<file path="src/rtl/pacman_audio_pkg.sv">
// Shared constants for the Pac-Man sound-effect streamer: clip table, register map, FSM states.
package pacman_audio_pkg;

  localparam int unsigned CLIP_COUNT = 4;

  // Clip order: chomp, death, siren, eat_ghost (eat_ghost not yet authored, length 0)
  localparam int unsigned CLIP_START [CLIP_COUNT] = '{100, 103, 200, 0};
  localparam int unsigned CLIP_LEN   [CLIP_COUNT] = '{3, 3, 2, 0};

  localparam logic [2:0] REG_CTRL   = 3'd0;
  localparam logic [2:0] REG_VOLUME = 3'd1;

  localparam int unsigned CTRL_START    = 0;
  localparam int unsigned CTRL_CLIP_LSB = 1;
  localparam int unsigned CTRL_LOOP     = 3;
  localparam int unsigned CTRL_STOP     = 4;

  typedef enum logic [1:0] {
    StIdle,
    StWaitTick,
    StFetch,
    StLoad
  } state_e;

endpackage

</file>
<file path="src/rtl/audio_rate_tick.sv">
// Sample-period divider: counts 0..DIV-1 while enabled and pulses tick on the last count.
module audio_rate_tick #(
  parameter int unsigned DIV = 1042
) (
  input  logic clk,
  input  logic reset_n,
  input  logic load,
  input  logic enable,
  output logic tick
);

  localparam logic [15:0] LAST = 16'(DIV - 1);

  logic [15:0] cnt_q;

  assign tick = enable && (cnt_q == LAST);

  always_ff @(posedge clk or negedge reset_n) begin
    if (!reset_n) begin
      cnt_q <= '0;
    end else if (load) begin
      cnt_q <= LAST;
    end else if (enable) begin
      cnt_q <= tick ? 16'd0 : cnt_q + 16'd1;
    end
  end

endmodule

</file>
<file path="src/rtl/pacman_audio_streamer.sv">
// Streams clip samples from the sample ROM to the codec L/R ready/valid channels.
// Optional volume shifter enabled by defining PACMAN_AUDIO_VOLUME_EN.
module pacman_audio_streamer
  import pacman_audio_pkg::*;
#(
  parameter int unsigned DIV       = 1042,
  parameter int unsigned ADDR_W    = 15,
  parameter int unsigned NUM_CLIPS = 4
) (
  input  logic              clk,
  input  logic              reset_n,
  input  logic              chipselect,
  input  logic              write,
  input  logic [2:0]        address,
  input  logic [15:0]       writedata,
  output logic [ADDR_W-1:0] rom_addr,
  input  logic [15:0]       rom_rddata,
  input  logic              L_READY,
  input  logic              R_READY,
  output logic [15:0]       L_DATA,
  output logic [15:0]       R_DATA,
  output logic              L_VALID,
  output logic              R_VALID,
  output logic              playing,
  output logic [7:0]        overrun_count
);

  state_e            state_q;
  logic [ADDR_W-1:0] start_q, len_q, index_q;
  logic              loop_q;
  logic              tick;
  logic [15:0]       sample;

  logic       ctrl_wr, stop_cmd, start_cmd, clip_ok, overrun;
  logic [1:0] clip_sel;

  assign ctrl_wr   = chipselect && write && (address == REG_CTRL);
  assign clip_sel  = writedata[CTRL_CLIP_LSB +: 2];
  assign clip_ok   = (32'(clip_sel) < NUM_CLIPS) && (CLIP_LEN[clip_sel] != 0);
  assign stop_cmd  = ctrl_wr && writedata[CTRL_STOP];
  assign start_cmd = ctrl_wr && writedata[CTRL_START] && !writedata[CTRL_STOP] && clip_ok;
  assign overrun   = (L_VALID && !L_READY) || (R_VALID && !R_READY);

  logic unused_wdata;
  assign unused_wdata = ^writedata[15:5];

`ifdef PACMAN_AUDIO_VOLUME_EN
  logic [2:0] volume_q;

  always_ff @(posedge clk or negedge reset_n) begin
    if (!reset_n) begin
      volume_q <= '0;
    end else if (chipselect && write && (address == REG_VOLUME)) begin
      volume_q <= writedata[2:0];
    end
  end

  assign sample = $signed(rom_rddata) >>> volume_q;
`else
  assign sample = rom_rddata;
`endif

  audio_rate_tick #(
    .DIV(DIV)
  ) u_tick (
    .clk    (clk),
    .reset_n(reset_n),
    .load   (start_cmd),
    .enable (state_q != StIdle),
    .tick   (tick)
  );

  always_ff @(posedge clk or negedge reset_n) begin
    if (!reset_n) begin
      state_q       <= StIdle;
      start_q       <= '0;
      len_q         <= '0;
      index_q       <= '0;
      loop_q        <= 1'b0;
      rom_addr      <= '0;
      L_DATA        <= '0;
      R_DATA        <= '0;
      L_VALID       <= 1'b0;
      R_VALID       <= 1'b0;
      playing       <= 1'b0;
      overrun_count <= '0;
    end else begin
      if (L_VALID && L_READY) L_VALID <= 1'b0;
      if (R_VALID && R_READY) R_VALID <= 1'b0;

      // Commands preempt the FSM so an in-flight fetch/load is dropped
      if (stop_cmd) begin
        state_q <= StIdle;
        playing <= 1'b0;
      end else if (start_cmd) begin
        start_q <= ADDR_W'(CLIP_START[clip_sel]);
        len_q   <= ADDR_W'(CLIP_LEN[clip_sel]);
        loop_q  <= writedata[CTRL_LOOP];
        index_q <= '0;
        state_q <= StWaitTick;
        playing <= 1'b1;
      end else begin
        unique case (state_q)
          StIdle: ;
          StWaitTick: begin
            if (tick) begin
              rom_addr <= start_q + index_q;
              state_q  <= StFetch;
            end
          end
          StFetch: state_q <= StLoad;
          StLoad: begin
            L_DATA  <= sample;
            R_DATA  <= sample;
            L_VALID <= 1'b1;
            R_VALID <= 1'b1;
            if (overrun && (overrun_count != 8'hFF)) overrun_count <= overrun_count + 8'd1;
            if (index_q == len_q - 1'b1) begin
              index_q <= '0;
              if (loop_q) begin
                state_q <= StWaitTick;
              end else begin
                state_q <= StIdle;
                playing <= 1'b0;
              end
            end else begin
              index_q <= index_q + 1'b1;
              state_q <= StWaitTick;
            end
          end
          default: state_q <= StIdle;
        endcase
      end
    end
  end

endmodule

</file>
<file path="config.mk">
export PLATFORM = sky130hd
export DESIGN_NAME = pacman_audio_streamer
export DESIGN_NICKNAME = d
export VERILOG_FILES = /design/src/rtl/pacman_audio_pkg.sv /design/src/rtl/audio_rate_tick.sv /design/src/rtl/pacman_audio_streamer.sv
export SDC_FILE = /design/constraint.sdc
export NUM_CORES = 1
export LEC_CHECK = 0
export BUFFER_PORTS_ARGS = -buffer_cell sky130_fd_sc_hd__clkbuf_2
export CORE_UTILIZATION = 49
export DETAILED_ROUTE_END_ITERATION = 10
export PLACE_DENSITY_LB_ADDON = 0.25
export SETUP_SLACK_MARGIN = 0.1
export SLEW_MARGIN = 10
export SYNTH_ARGS = -nofsm -noshare
export SYNTH_HDL_FRONTEND = slang
export SYNTH_HIERARCHICAL = 1
export SYNTH_SLANG_ARGS = --single-unit
export TNS_END_PERCENT = 10
</file>
<file path="constraint.sdc">
create_clock -name clk -period 2.1 [get_ports clk]
set_input_delay 0.21 -clock clk [delete_from_list [all_inputs] [get_ports clk]]
set_output_delay 0.21 -clock clk [all_outputs]
set_load 0.005 [all_outputs]
</file>
======== Word-level counts from Yosys, hierarchy flattened ========
Index checks and enable logic that the tools add are counted.
operators by class
  $add $sub $neg .......................... 5
  $lt $le $gt $ge ......................... 1
  equality and inequality tests ........... 8
  multiplexer cells ....................... 31
  bitwise operators ....................... 3
  reductions and logical operators ........ 31
operators by type and width
  kind                     number
  $bmux W32 S2             2
  $mux W15                 5
  $mux W32                 2
  $mux W16                 3
  $reduce_bool A32 Y1      1
  $add A16 B1 Y16 const B  1
  $eq A16 B11 Y1 const B   1
  $add A15 B1 Y15 const B  1
  $add A15 B15 Y15         1
  $eq A15 B15 Y1           1
  $sub A15 B1 Y15 const B  1
  $mux W1                  14
  $logic_and A1 B1 Y1      12
  $add A8 B1 Y8 const B    1
  $mux W2                  4
  $ne A8 B8 Y1 const B     1
  $reduce_and A4 Y1        2
  $pmux W2 S3              1
  $reduce_and A2 Y1        3
  $reduce_and A3 Y1        2
  $reduce_bool A2 Y1       3
  $reduce_bool A3 Y1       2
  $reduce_bool A5 Y1       1
  $eq A2 B2 Y1 const B     2
  9 further kinds          12
word-level totals
  register bits after elaboration ......... 106
  bits of input ports ..................... 41
  output and inout port bits .............. 58
  word-level logic and storage cells ...... 91

======== Logic depth before layout (Yosys ltp) ========
Gate-level depths: netlist of the first run.
  word-level depth ........................ 8
  gate-level depth with buffers ........... 11
  gate-level depth less buffers ........... 9

======== Cells and area by module ========
Netlist of the first run, hierarchy kept.
by module, submodules not included
  module                 times used  cells each  area each (µm²)  seq. area each (µm²)
  pacman_audio_streamer  1           322         3,363.2          1,601.5
  audio_rate_tick        1           93          922.1            400.4

======== Worst setup path before layout of the first run ========
OpenSTA, ideal clock, no wires.
  path type ............................... input -> register
  start point ............................. input port address[1]
  end point ............................... register u_tick.cnt_q[14]
  library setup time ...................... 0.119 ns
  arrival time ............................ 1.961 ns
  required time ........................... 1.981 ns
  path slack .............................. 0.020 ns
  stages .................................. 9
  cells stage by stage .................... nor4b_1 > and2_1 > nand2_1 > nor2_2 > buf_4 > o2111ai_1 > nor4_1 > xnor2_1 > nor2_1
between the ends
  longest elaborated chain between the ends .. 6
ends and longest elaborated chain
  element                                         RTL line                     source
  start, declared                                 pacman_audio_streamer.sv:14  input logic [2:0] address,
  $logic_not A3 Y1 *                              pacman_audio_streamer.sv:37  assign ctrl_wr = chipselect && write && (address == REG_CTRL);
  $logic_and A1 B1 Y1 *                           pacman_audio_streamer.sv:37
  $logic_and A1 B1 Y1 * (3 in a row)              pacman_audio_streamer.sv:41  assign start_cmd = ctrl_wr && writedata[CTRL_START] && !writedata[CTRL_STOP] && clip_ok;
  named net start_cmd                             pacman_audio_streamer.sv:34  logic ctrl_wr, stop_cmd, start_cmd, clip_ok, overrun;
  $mux W16 or $reduce_bool A2 Y1 (tied branches)  -
  end signal, assigned                            audio_rate_tick.sv:24        cnt_q <= tick ? 16'd0 : cnt_q + 16'd1;
  end, declared                                   audio_rate_tick.sv:14        logic [15:0] cnt_q;
The timed path passes the listed nets; every way through them passes the cells marked *.
A chain may end at the register's enable or synchronous reset.

======== Worst setup path in the final report of the first run ========
  start point ............................. register start_q[1]
  end point ............................... register rom_addr[14]
between the ends
  longest elaborated chain between the ends .. 1
ends and longest elaborated chain
  element                 RTL line                      source
  start, declared         pacman_audio_streamer.sv:29   logic [ADDR_W-1:0] start_q, len_q, index_q;
  start signal, assigned  pacman_audio_streamer.sv:96   start_q <= ADDR_W'(CLIP_START[clip_sel]);
  $add A15 B15 Y15        pacman_audio_streamer.sv:107  rom_addr <= start_q + index_q;
  end signal, assigned    pacman_audio_streamer.sv:107
  end, declared           pacman_audio_streamer.sv:16   output logic [ADDR_W-1:0] rom_addr,
No other way between the ends.

==> reports/results.ini, run 1 <==
[status]
status=finished clean

[floorplan]
die_h_um=95.5
start_util=0.514
row_count=33
pin_count=99
die_area_sq_um=9120
fp.dieW_um=95.5
core_area_sq_um=8340

[finish]
nNetsFinal=577
area_growth_pct=25.3
num_antenna_cells=0
final_area_sq_um=5370
nFillCells=705
drive_above_1_share=0.384

[setup_path]
setup.worst_path.end_class=flip-flop
cp-start-kind=flip-flop
crit_arrival_ps=2270
crit_fanout=4
crit_type=reg2reg
cp.required_ps=2340

[synth]
netlist.area_leader.share=0.467
synth_cell_type_count=54
synth_edf_count=0
synth_nets=469
synthFlopType=dfrtp_1
ys_warn_count=6
synth_area_sq_um=4290
synth-seq-cells=80
synth_top_family_by_area=simple AND/OR/NAND/NOR gates
synth-simple-area-share=0.171
muxShareOfSynthArea=0.0692
synth_area_leader_cell=dfrtp_1
synth_commonest_cells=80 x dfrtp_1, 33 x nand2_1, 27 x o21ai_0
synth_xor_area_frac=0.0756
ys_seq_area_frac=0.467
ys_async_sr_fraction=1.00
synth-adder-area-share=0.0397
yosysMostFrequentCell=dfrtp_1
netlist_instances=415
synthTopCellsByArea=dfrtp_1 47%, mux2_2 5.5%, xnor2_1 4.7%
syn_avg_cell_area_sq_um=10.3
synth_compound_area_frac=0.114

[detailed_routing]
drc=0
ant_nets=0
firstDrtPassIters=4
vias=3438
routed_wl_um=9310
drt-initial-drc-count=128
avgRoutedWirePerCell_um=14.7
via_per_inst=5.43

[placed_design]
post-place-ws_ps=-113
io_buffer_count=87
place_area_sq_um=4980
dpl.hpwl_um=6520
place_congestion=0.836

[global_routing]
grt_pass1_vias=3255
antenna_found_initial=0
grt_usage=0.211
overflow=0
grt_pass1_wl_um=14700
grt_max_degree=42

[timing]
tightestPinTransition_ps=652
clock_skew_ps=12.4
timing.fmax_mhz=492
slew_viol_final=0
slew_headroom=0.565
finalCritPeriodShare=0.968
rsz0062_at_grt=true
setup_ws_ps=68.1
setup_viol_count_final=0
tns_ps=0
min_period_ps=2030
final-hold-violation-count=0

[flow_run]
drv_cap=0

[hold_path]
hold_class=in2reg

[clock_network]
cts-root-buf=clkbuf_8
cts_sinks=80
clk_latency_ps=350
max-clock-path-buffers=2
cts_buffers=9
cts_tree=yes
ctsHtreeMaxLevel=3
path_clk_slew_ps=90

[power_and_ir_drop]
powerDensity_nw_per_um2=916
vdd_drop_max_mv=0.577
leakage_nw=2.52

[stage by stage]
stage	util	hold slack (ps)	std cells	power (W)
2_1_floorplan	-	-85.6	415	0.00296
3_3_place_gp	0.597	231	613	0.00351
3_5_place_dp	0.597	233	613	0.00356
4_1_cts	0.628	37.2	630	0.00487
5_1_grt	0.644	47.1	633	0.00528
6_report	0.644	55.2	633	0.00492
[routing by layer]
| metal | wire length (um) | vias up | GRT usage |
|---|---|---|---|
| met1 | 3990 | 1670 | 0.257 |
| met4 | 166 | 0 | 0.0759 |
| met3 | 347 | 16 | 0.0399 |
| met2 | 4810 | 86 | 0.369 |
| met5 | 0 | - | 0 |
| li1 | - | 1666 | - |
[final cells by class]
type,instances,area [sq um],share of cell area
multi-input combinational,288,2150,0.400
sequential,80,2010,0.374
timing repair buffer,129,801,0.149
tap,105,131,0.0245
clock buffer,9,124,0.0231
clock inverter,7,103,0.0191
inverter,15,56.3,0.0105
[layout by cell type, fill, tap and decap left out, types with 15 or more instances in the layout]
cell type,instances
clkbuf_2,86
o21ai_0,21
nand4_1,15
xnor2_1,22
dfrtp_1,76
buf_4,37
nand3_1,18
mux2_2,21
nor2_1,24
nand2_1,32
[repair_timing]
action,4_1_cts,5_1_grt
buffers inserted,0,2
endpoints found under the hold margin,39,0
resized for setup,7,29
hold buffers,1,0
pin swaps,0,10
cloned,0,1
setup endpoints to repair,22,32
[logic make-up (layout without fill, tap and decap cells)]
logic type / count (synthesis) / after routing
buffers and inverters: 48 / 160
AND/OR/NAND/NOR: 135 / 135
flip-flops: 80 / 80
adder cells (fa/ha/maj): 13 / 13
multiplexers: 27 / 27
XOR/XNOR: 37 / 37
AO/OA/AOI/OAI: 75 / 76
[critical path, stage by stage (launching register included)]
cell and delay, ps:
dfrtp_1 390, ha_2 210, fa_2 410, a211oi_2 230, nor2_1 90, o21a_2 260, nand2_2 100, xor2_2 160
o21ai_1 70
[worst paths after layout]
kind | startpoint | slack [ps] | cells after the start | endpoint
setup / recovery | start_q[1]$_DFFE_PN0P_ | 70 | 8 | rom_addr[14]$_DFFE_PN0P_
hold / removal | R_READY | 60 | 2 | R_VALID$_DFF_PN0_
setup reg to reg | start_q[1]$_DFFE_PN0P_ | 70 | 8 | rom_addr[14]$_DFFE_PN0P_
hold reg to reg | rom_addr[4]$_DFFE_PN0P_ | 480 | 2 | rom_addr[4]$_DFFE_PN0P_
max in group asynchronous | reset_n | 1110 | 3 | index_q[6]$_DFFE_PN0P_
min in group asynchronous | reset_n | 370 | 2 | R_DATA[8]$_DFFE_PN0P_
[power by group]
group / leakage, nW / switching (W) / internal, W
Clock: 0.111 / 0.000599 / 0.000684
Sequential: 0.982 / 0.000213 / 0.00186
Combinational: 1.43 / 0.000747 / 0.000812
Total: 2.52 / 0.00156 / 0.00336
[registers in the layout (all words and copies together), names as in the netlist]
signal         count
L_VALID            1
R_DATA            16
R_VALID            1
index_q           15
loop_q             1
overrun_count      8
playing            1
rom_addr          15
start_q            4
state_q            2
u_tick/cnt_q      16
Note: power is estimated with default switching activity, not from simulation.
==> inputs of run 2 (changes only) <==
--- a/config.mk
+++ b/config.mk
@@ -5,7 +5,7 @@
 export SDC_FILE = /design/constraint.sdc
 export NUM_CORES = 1
 export LEC_CHECK = 0
-export BUFFER_PORTS_ARGS = -buffer_cell sky130_fd_sc_hd__clkbuf_2
+export BUFFER_PORTS_ARGS = -buffer_cell sky130_fd_sc_hd__buf_2
 export CORE_UTILIZATION = 49
 export DETAILED_ROUTE_END_ITERATION = 10
 export PLACE_DENSITY_LB_ADDON = 0.25
==> run 2 against run 1 <==
Compared with the run above:
- global-route usage is 0.19 points higher
- combinational power hardly changed
- sequential share of layout area is 0.18 points higher
- power is 3.1% lower
- core utilization is 0.30 points lower
- clock skew is 1.1 ps higher
- critical path depth is 1 lower
- flip-flop and latch count stayed put
- critical path type unchanged
- highest routed layer unchanged
==> reports/results.ini, run 2 (synthesis gave the netlist of run 1 again) <==
[global_routing]
grt_pass1_wl_um=14900
grt_usage=0.212
overflow=0
grt_max_degree=34
antenna_found_initial=0
grt_pass1_vias=3304

[placed_design]
post-place-ws_ps=-108
place_congestion=0.834
place_area_sq_um=5000
io_buffer_count=87
dpl.hpwl_um=6680
placed_cells_incl_taps=616

[finish]
final_cells=636
final_area_sq_um=5340
drive_above_1_share=0.379
num_antenna_cells=0
final_cell_mix=86 x buf_2, 76 x dfrtp_1, 40 x buf_4, 33 x nand2_1, 24 x nor2_1
area_growth_pct=24.7
reg_top3=R_DATA: 16 flops, u_tick/cnt_q: 16 flops
nNetsFinal=580
final_common_cell=buf_2

[setup_path]
crit_type=reg2reg
r2r_cells=7
timing.rr.start=index_q[3]$_DFFE_PN0P_
cp-start-kind=flip-flop
crit_arrival_ps=2210
crit_fanout=4
r2r_slack_ps=130
setup.worst_path.end_class=flip-flop
r2r-end=playing$_DFFE_PN0P_
cp.required_ps=2340

[timing]
setup_ws_ps=132
final-hold-violation-count=0
timing.fmax_mhz=508
setup_viol_count_final=0
slew_headroom=0.612
min_period_ps=1970
slew_viol_final=0
tightestPinTransition_ps=581
clock_skew_ps=13.5
rsz0062_at_grt=true
tns_ps=0
finalCritPeriodShare=0.937

[power_and_ir_drop]
vdd_drop_max_mv=0.611
finalPower_w=0.00477
powerDensity_nw_per_um2=892
leakage_nw=2.51

[floorplan]
fp.dieW_um=95.5
pin_count=99
start_util=0.514
die_area_sq_um=9120
die_h_um=95.5
row_count=33
core_area_sq_um=8340

[detailed_routing]
avgRoutedWirePerCell_um=14.5
ant_nets=0
drc=0
routed_wl_um=9240
firstDrtPassIters=4
drt-initial-drc-count=166
via_per_inst=5.35
vias=3400

[clock_network]
cts-root-buf=clkbuf_8
max-clock-path-buffers=2
cts_tree=yes
cts_buffers=9
clk_latency_ps=350
cts_sinks=80
ctsHtreeMaxLevel=3
path_clk_slew_ps=90

[hold_path]
hold_end=R_VALID$_DFF_PN0_
hold_class=in2reg
hp-start=R_READY
min_path_cells=2

[flow_run]
drv_cap=0

[status]
status=finished clean

==> run 2: where the power goes <==
group | internal, W | switching [W]
combinational | 0.000799 | 0.000733
clock | 0.000562 | 0.000609
sequential | 0.00186 | 0.000201
==> run 2: repair_timing <==
| item | 4_1_cts | 5_1_grt |
|---|---|---|
| setup buffers | 0 | 2 |
| cloned | 0 | 1 |
| hold buffers | 1 | 0 |
| hold endpoints to repair | 23 | 0 |
| endpoints found under the setup margin | 21 | 30 |
| resized for setup | 6 | 24 |
| pin swaps | 1 | 3 |
==> run 2: area by class of cell <==
class	instances	area, sq um
sequential	80	2010
tap	105	131
timing repair buffer	132	823
fill	709	3000
clock inverter	7	77.6
inverter	15	56.3
clock buffer	9	124
multi-input combinational	288	2120
==> run 2: worst max path at each step <==
stage          slack, ps              startpoint                  endpoint
2_1_floorplan         30  state_q[0]$_DFFE_PN0P_  rom_addr[10]$_DFFE_PN0P_
3_3_place_gp          -5  start_q[5]$_DFFE_PN0P_    index_q[6]$_DFFE_PN0P_
3_5_place_dp        -110  start_q[5]$_DFFE_PN0P_    index_q[6]$_DFFE_PN0P_
4_1_cts              100  index_q[3]$_DFFE_PN0P_       playing$_DFFE_PN0P_
5_1_grt               60  start_q[1]$_DFFE_PN0P_  rom_addr[14]$_DFFE_PN0P_
6_report             130  index_q[3]$_DFFE_PN0P_       playing$_DFFE_PN0P_
==> run 2: per-layer routing <==
layer | global-route usage | share of wire | vias to the layer above
li1 | - | - | 1678
met1 | 0.247 | 0.41 | 1618
met2 | 0.372 | 0.52 | 87
met3 | 0.0574 | 0.055 | 17
met4 | 0.0821 | 0.020 | 0
met5 | 0 | 0 | -
==> run 2: worst max-delay path: stages, from the launching register on <==
cell and delay [ps]:
dfrtp_2 400, buf_6 110, nand3_1 80, or4_4 540, o21ai_4 270, buf_6 150, nand3_2 70, a31o_2 250
==> run 2: stage by stage <==
step                      utilization  hold WS (ps)
after floorplan                     -         -85.6
after global placement          0.599           152
after detailed placement        0.599           157
after CTS                       0.627          50.2
after global routing            0.641          47.2
final                           0.641          71.5
==> inputs of run 3 (changes only) <==
--- a/config.mk
+++ b/config.mk
@@ -5,10 +5,12 @@
 export SDC_FILE = /design/constraint.sdc
 export NUM_CORES = 1
 export LEC_CHECK = 0
+export ABC_AREA = 1
 export BUFFER_PORTS_ARGS = -buffer_cell sky130_fd_sc_hd__buf_2
-export CORE_UTILIZATION = 49
+export CORE_UTILIZATION = 50
 export DETAILED_ROUTE_END_ITERATION = 10
 export PLACE_DENSITY_LB_ADDON = 0.25
+export RECOVER_POWER = 100
 export SETUP_SLACK_MARGIN = 0.1
 export SLEW_MARGIN = 10
 export SYNTH_ARGS = -nofsm -noshare
==> run 3 against run 2 <==
Compared with the run above:
- combinational power grew 65%
- synthesized cell count grew 42%
- count of clock-buffer cells in the layout grew 3
- worst hold slack lost 23 ps
- sequential power grew 24%
- sequential share of layout area grew 0.89 points
- area after synthesis grew 9.4%
- largest cell class unchanged
==> reports/results.ini, run 3 <==
[timing]
min_period_ps=1860
final-hold-violation-count=0
tightestPinTransition_ps=944
finalCritPeriodShare=0.884
setup_viol_count_final=0
timing.fmax_mhz=538
slew_headroom=0.370
tns_ps=0
rsz0062_at_grt=true
slew_viol_final=0
clock_skew_ps=10.4

[power_and_ir_drop]
leakage_nw=2.74
finalPower_w=0.00625
cell_internal_pwr_w=0.00375
powerDensity_nw_per_um2=1200
switchingPower_w=0.00250
vdd_drop_max_mv=0.696
p_clk_frac=0.188
p_comb_frac=0.404
pwr-share-seq=0.408
p_sw_frac=0.400

[synth]
synth_cell_type_count=36
synthTopCellsByArea=dfrtp_1 43%, nand2_1 15%, nand3_1 4.8%
synth_edf_count=0
yosysMostFrequentCell=nand2_1
synth-seq-cells=80
ys_async_sr_fraction=1.00
netlist.area_leader.share=0.427
syn_avg_cell_area_sq_um=7.98
muxShareOfSynthArea=0
synth_compound_area_frac=0.0827
synth_commonest_cells=188 x nand2_1, 80 x dfrtp_1, 58 x inv_1
synth-simple-area-share=0.314
synth-adder-area-share=0.0363
netlist_instances=588
ys_warn_count=6
synth_nets=642
ys_seq_area_frac=0.427
synth_area_sq_um=4690
synth_xor_area_frac=0.0448
synthFlopType=dfrtp_1
synth_top_family_by_area=simple AND/OR/NAND/NOR gates
synth_area_leader_cell=dfrtp_1

[flow_run]
drv_cap=0

[detailed_routing]
drt-initial-drc-count=174
routed_wl_um=10100
drc=0
avgRoutedWirePerCell_um=12.9
via_per_inst=5.07
firstDrtPassIters=5
vias=3979
ant_nets=0

[finish]
reg_top3=R_DATA: 16 flops, u_tick/cnt_q: 16 flops
final_cell_mix=188 x nand2_1, 79 x dfrtp_1, 67 x buf_2, 60 x nor2_1, 59 x inv_1
final_common_cell=nand2_1
drive_above_1_share=0.180
nNetsFinal=727
num_antenna_cells=0
final_util=0.586
area_growth_pct=11.1

[clock_network]
cts_buffers=9
clk_latency_ps=350
cts_sinks=80
cts-root-buf=clkbuf_8
path_clk_slew_ps=80
ctsHtreeMaxLevel=3
max-clock-path-buffers=2
cts_tree=yes

[placed_design]
io_buffer_count=87
place_congestion=0.933
dpl.hpwl_um=7630

[setup_path]
cp_top_family=adder cells
crit_start=start_q[1]$_DFFE_PN0P_
crit_path_top_delay_cell=fa_1
cp.required_ps=2330
cp-start-kind=flip-flop
crit_fanout=3
setup.worst_path.end_class=flip-flop
crit_arrival_ps=2090
crit_type=reg2reg
cp_common_cell=nand2_1
crit_buf_inv=0
path_depth=9
timing.rr.start=start_q[1]$_DFFE_PN0P_
max_stage_delay_ps=410
crit_chain=ha_1, fa_1, nand3_1, nand2_1, nand2_1, nand2_1, nand2_1, xor2_1, o21ai_0
r2r_cells=9

[global_routing]
antenna_found_initial=0
grt_pass1_vias=3958
grt_max_degree=44
overflow=0
grt_pass1_wl_um=17400
grt_usage=0.222

[floorplan]
start_util=0.527
row_count=34
core_area_sq_um=8890
pin_count=99
fp.dieW_um=98.8
die_area_sq_um=9770
die_h_um=98.8

[status]
status=finished clean

[hold_path]
min_path_cells=3
hold_class=in2reg
hp-start=rom_rddata[11]

run 3: cell count changes after synthesis, sizes merged, moves of 11 or more:
cell,previous run,this run
nand2,33,197
mux2,21,0
o22ai,0,11
inv,15,64
nand3,21,47
nor2,26,68
xnor2,23,7
run 3: path summary, 6_finish.rpt:
| path | slack [ps] | to |
|---|---|---|
| setup / recovery | 240 | rom_addr[10]$_DFFE_PN0P_ |
| hold / removal | 50 | R_DATA[11]$_DFFE_PN0P_ |
| setup reg to reg | 240 | rom_addr[10]$_DFFE_PN0P_ |
| hold reg to reg | 470 | rom_addr[0]$_DFFE_PN0P_ |
| max in group asynchronous | 820 | state_q[1]$_DFFE_PN0P_ |
| min in group asynchronous | 530 | rom_addr[6]$_DFFE_PN0P_ |
run 3: layout make-up:
class                   instances  area, sq um
fillers                       875         3680
multi-input cells             421         2120
flip-flops and latches         80         2000
repair buffers                 97          502
inverters                      64          245
clock buffers                  12          165
well taps                     108          135
clock inverters                 3         40.0
run 3: metal layers:
metal / up-vias / GRT usage / share of wire
met1: 1866 / 0.273 / 0.44
met5: - / 0 / 0
met3: 15 / 0.0305 / 0.039
met2: 85 / 0.387 / 0.50
met4: 0 / 0.0999 / 0.018
li1: 2013 / - / -
run 3: cells by family (layout without fill, tap and decap cells):
group | Yosys count | in the layout
DFF | 80 | 80
buffers and inverters | 87 | 176
xor gates and xnor gates | 24 | 24
adders and majority gates | 13 | 13
and+or+nand+nor | 330 | 330
AOI/OAI and AO/OA | 54 | 54
run 3: repair_timing:
action	CTS	global route
endpoints found under the setup margin	0	16
gates resized for setup	0	5
hold buffers	1	0
endpoints found under the hold margin	37	0
buffers inserted	0	0
run 3: metrics by stage:
| stage | hold slack, ps | instance area [sq um] | setup WS (ps) | std cells |
|---|---|---|---|---|
| 2_1_floorplan | -85.6 | 4690 | 148 | 588 |
| 3_3_place_gp | 209 | 5140 | 220 | 769 |
| 3_5_place_dp | 211 | 5140 | 147 | 769 |
| 4_1_cts | 38.5 | 5350 | 130 | 785 |
| 5_1_grt | 49.6 | 5210 | 36.0 | 785 |
| 6_report | 48.7 | 5210 | 243 | 785 |
run 3: power groups by stage:
stage	Sequential (W)	Combinational [W]	Clock [W]
2_1_floorplan	0.00253	0.00202	0
3_3_place_gp	0.00254	0.00264	0
3_5_place_dp	0.00257	0.00271	0
4_1_cts	0.00254	0.00272	0.00121
5_1_grt	0.00264	0.00287	0.00126
6_report	0.00255	0.00252	0.00117
run 3: tightest hold or removal path, stage by stage:
cell and delay (ps):
buf_2 80, nand2_1 40, nand2_1 50
